===== config.mk =====
export PLATFORM = sky130hd
export DESIGN_NAME = fpadd_wb
export DESIGN_NICKNAME = d
export VERILOG_FILES = /design/src/rtl/fpu_pkg.sv /design/src/rtl/fpu_skid2.sv /design/src/rtl/fpadd_wb.sv
export SDC_FILE = /design/constraint.sdc
export NUM_CORES = 1
export LEC_CHECK = 0
export CORE_MARGIN = 10
export CORE_UTILIZATION = 54
export DETAILED_ROUTE_END_ITERATION = 8
export PLACE_DENSITY = 0.85
export SYNTH_ARGS = -nofsm -noshare
export SYNTH_HDL_FRONTEND = slang
export SYNTH_HIERARCHICAL = 1
export SYNTH_SLANG_ARGS = --single-unit
export TNS_END_PERCENT = 5

===== constraint.sdc =====
create_clock -name clk -period 12.3 [get_ports clk]
set_input_delay 1.845 -clock clk [delete_from_list [all_inputs] [get_ports clk]]
set_output_delay 1.845 -clock clk [all_outputs]
set_load 0.01 [all_outputs]

===== src/rtl/fpu_pkg.sv =====
// fpu_pkg: shared FPU write-back constants
package fpu_pkg;
  localparam int DEPTH = 2;
  localparam int FLAG_W = 5;
  localparam int RES_W = 64;
endpackage


===== src/rtl/fpu_skid2.sv =====
// fpu_skid2: 2-entry in-order FIFO storage with 1-bit pointers
module fpu_skid2
  import fpu_pkg::*;
#(
  parameter int W = 8
) (
  input  logic         clk,
  input  logic         reset,
  input  logic         push,
  input  logic         pop,
  input  logic [W-1:0] din,
  output logic [W-1:0] dout,
  output logic [1:0]   count
);
  logic [W-1:0] mem [DEPTH];
  logic wptr, rptr;
  always_ff @(posedge clk or posedge reset) begin
    if (reset) begin
      mem <= '{default: '0};
      wptr <= 1'b0;
      rptr <= 1'b0;
      count <= 2'd0;
    end else begin
      if (push) begin
        mem[wptr] <= din;
        wptr <= ~wptr;
      end
      if (pop) rptr <= ~rptr;
      count <= count + 2'(push) - 2'(pop);
    end
  end
  assign dout = mem[rptr];
endmodule


===== src/rtl/fpadd_wb.sv =====
// fpadd_wb: buffers fpadd results for register-file write-back and accumulates retired flags
module fpadd_wb
  import fpu_pkg::*;
#(
  parameter int TAG_W = 5
) (
  input  logic              clk,
  input  logic              reset,
  input  logic              in_valid,
  output logic              in_ready,
  input  logic [RES_W-1:0]  AS_Result,
  input  logic [FLAG_W-1:0] Flags,
  input  logic              Denorm,
  input  logic [TAG_W-1:0]  in_tag,
  output logic              out_valid,
  input  logic              out_ready,
  output logic [RES_W-1:0]  out_result,
  output logic [TAG_W-1:0]  out_tag,
  output logic              out_denorm,
  input  logic              flags_clr,
  output logic [FLAG_W-1:0] acc_flags
);
  localparam int W = RES_W + FLAG_W + 1 + TAG_W;
  logic [W-1:0] head;
  logic [FLAG_W-1:0] head_flags;
  logic [1:0] count;
  logic en, push, pop;
  // en holds in_ready low until the first edge after reset releases
  always_ff @(posedge clk or posedge reset) begin
    if (reset) en <= 1'b0;
    else en <= 1'b1;
  end
  assign in_ready = en & (count < 2'(DEPTH));
  assign out_valid = count != 2'd0;
  assign push = in_valid & in_ready;
  assign pop = out_valid & out_ready;
  assign {out_result, head_flags, out_denorm, out_tag} = head;
  fpu_skid2 #(.W(W)) u_fifo (
    .clk   (clk),
    .reset (reset),
    .push  (push),
    .pop   (pop),
    .din   ({AS_Result, Flags, Denorm, in_tag}),
    .dout  (head),
    .count (count)
  );
  always_ff @(posedge clk or posedge reset) begin
    if (reset) acc_flags <= '0;
    else if (flags_clr | pop) acc_flags <= (flags_clr ? '0 : acc_flags) | (pop ? head_flags : '0);
  end
endmodule


==> results.json <==
{
  "cts_buffers": 17,
  "synthXorXnorAreaFrac_pct": 0.5081,
  "clkTransAtPathRegs_ns": 0.06,
  "leakagePower_nw": 3.851,
  "synthTopCellsByArea": "dfrtp_1 (58%), mux2_2 (29%), mux2_1 (8.2%), buf_6 (1.8%), buf_2 (0.87%)",
  "grt_overflow_total": 0,
  "synthCells": 432,
  "synth_compound_area_share_pct": 0.7621,
  "io-pin-count": 157,
  "antenna_found_initial": 1,
  "fin_crit_sh_pct": 38.40,
  "drt-total-wl_um": 15170,
  "die_h_um": 133,
  "synth_seq_area_share_pct": 58.07,
  "clkLatencyLatePin_ns": 0.41,
  "hold_viol": 0,
  "yosys.area.top_type": "dfrtp_1",
  "status": "finished, final reports clean",
  "ant_nets": 0,
  "cts_hold_buf": 0,
  "cts-root-buf": "clkbuf_16",
  "post-route-drc-count": 0,
  "min_period_ns": 4.723,
  "synth_edf_count": 0,
  "syn_nets": 514,
  "cp-start-kind": "flip-flop",
  "yosys.area_share.simple_pct": 0.4536,
  "drv_slew": 0,
  "synthMuxAreaShare_pct": 36.74,
  "hold_path_depth": 1,
  "grt_pass1_vias": 4757,
  "crit_slowest_cell": "dfrtp_2",
  "grt_start_max_net_pins": 81,
  "clock-sinks": 160,
  "via_count": 4021,
  "tightestPinTransition_ns": 1.100,
  "cts_tree": "done",
  "ys_ff_latch": 160,
  "ys_top_cells_by_count": "mux2_2 (175), dfrtp_1 (160), mux2_1 (50), buf_2 (12), buf_6 (11)",
  "slew_headroom_pct": 26.64,
  "r2r_cells": 5,
  "async_flop_share_pct": 100.0,
  "synth_top_area_share_pct": 58.07,
  "area_growth_pct": 31.92,
  "grt_usage_pct": 17.57,
  "finalPower_mw": 2.557,
  "routed.top_layer": "met4",
  "yosysWarnings": 6,
  "hp-class": "reg2reg",
  "timing.rr.start": "u_fifo/count[1]",
  "clock_skew_ns": 0.007905,
  "synth_top_family_by_area": "multiplexers",
  "chipWidth_um": 133,
  "vdd_drop_max_v": 0.0001543,
  "worst-path-max-fanout": 48,
  "rrSetupSlack_ns": 9.34,
  "rsz0062_at_grt": "no",
  "hpwlAfterDp_um": 10340,
  "place.gp.congestion": 0.7321,
  "power_density_nw_per_um2": 281.1,
  "worst_ep_required_time_ns": 10.45,
  "critPathKind": "reg2out",
  "fmax_ghz": 0.2117,
  "ctsResizeCount": 0,
  "dr.pass1.iters": 4,
  "clockBufferDepth": 2,
  "coreArea_um2": 12570,
  "holdWs_ns": 0.4884,
  "numPortBuffers": 156,
  "synth.avg_cell_area_um2": 15.96,
  "core.rowCount": 41,
  "die-area_um2": 17690,
  "tns_ns": 0,
  "drv_cap": 0,
  "synthAdderAreaFrac_pct": 0.3629,
  "cts_setup_buffers": 0,
  "slowest_delay_ns": 0.82,
  "path_cells": "buf_4 -> mux2_2 -> clkdlybuf4s50_1",
  "syn_area_um2": 6895,
  "ys_types": 18,
  "wl_met3_um": 807,
  "synth_most_common_cell": "mux2_2",
  "nets": 668,
  "wl_per_cell_um": 19.67,
  "drtIter0Drc": 193,
  "crit_arrival_ns": 2.88,
  "setup_viol": 0,
  "m1WireLength_um": 6164,
  "layout-drive-gt1-share_pct": 34.78,
  "htree_num_levels": 4,
  "r2r-end": "u_fifo/mem[140]",
  "whs_endpoint": "u_fifo/mem[66]",
  "met2_wirelength_um": 7810,
  "grt_pass1_wl_um": 24780,
  "start_util_pct": 54.86,
  "vias_per_cell": 5.215,
  "end_kind": "output pin",
  "synth_top_flop_cell": "dfrtp_1",
  "hold_start": "u_fifo/mem[66]"
}
==> where the power goes <==
group	total (mW)	internal (mW)	switching (mW)	leakage, nW
Sequential	0.942	0.790	0.152	1.92
Combinational	1.10	0.699	0.401	1.65
Clock	0.513	0.322	0.191	0.282
Total	2.56	1.81	0.745	3.85
==> cell families (layout without fill, tap and decap cells) <==
group,count (synthesis),count (layout)
xor gates and xnor gates,4,4
adders and majority gates,2,2
muxes,225,225
DFF,160,160
and+or+nand+nor,5,5
buffers and inverters,29,195
other,1,2
AOI/OAI and AO/OA,6,6
==> worst max path at each step <==
stage	start	endpoint	slack [ns]	cells after the start
after floorplan	reset	u_fifo/count[0]	6.31	1
after global placement	in_valid	u_fifo/mem[118]	7.69	5
after detailed placement	in_valid	u_fifo/mem[114]	7.66	5
after CTS	u_fifo/rptr	out_result[53]	7.54	3
after global routing	u_fifo/rptr	out_result[53]	7.43	3
final	u_fifo/rptr	out_result[53]	7.58	3
==> state kept, by name, summed over array words and instances (netlist names) <==
signal / count
u_fifo/wptr: 1
u_fifo/count: 2
en: 1
u_fifo/rptr: 1
acc_flags: 5
u_fifo/mem: 150
==> placed cells by master (no fill, tap or decap), drive strengths merged <==
cell type,count
xnor2,2
nor2b,2
and2,1
nand2,1
conb,1
clkinv,4
diode,1
o21a,1
xor2,2
clkdlybuf4s50,156
clkbuf,24
or2,1
mux2,225
ha,2
inv,5
bufinv,3
buf,3
dfrtp,160
a22o,5
==> per-stage QoR <==
step / utilization (%) / std cells / worst slack (ns) / cell area [um^2]
6_report: 72.37 / 771 / 7.577 / 9096
5_1_grt: 72.37 / 771 / 7.429 / 9096
4_1_cts: 72.35 / 770 / 7.537 / 9094
3_5_place_dp: 67.80 / 739 / 7.655 / 8522
3_3_place_gp: 67.80 / 739 / 7.693 / 8522
2_1_floorplan: - / 432 / 6.305 / 6895
==> critical path, delay by kind of cell (launching register included) <==
kind	cells	cell delay (ns)
buffers and inverters	2	1.18
flip-flops	1	0.82
multiplexers	1	0.42
==> per-layer routing <==
metal	up-vias	GRT usage, %
li1	1848	-
met1	2044	19.69
met2	107	29.86
met3	22	5.564
met4	0	8.068
met5	-	0
==> cell type report <==
type | count | area (um^2)
diodes | 1 | 2.502
clock buffers | 24 | 461.7
clock inverters | 7 | 110.1
fillers | 875 | 3472
inverters | 5 | 23.77
multi-input cells | 243 | 2694
flip-flops and latches | 160 | 4005
well taps | 172 | 215.2
repair buffers | 159 | 1584
(Power assumes the default switching activity.)
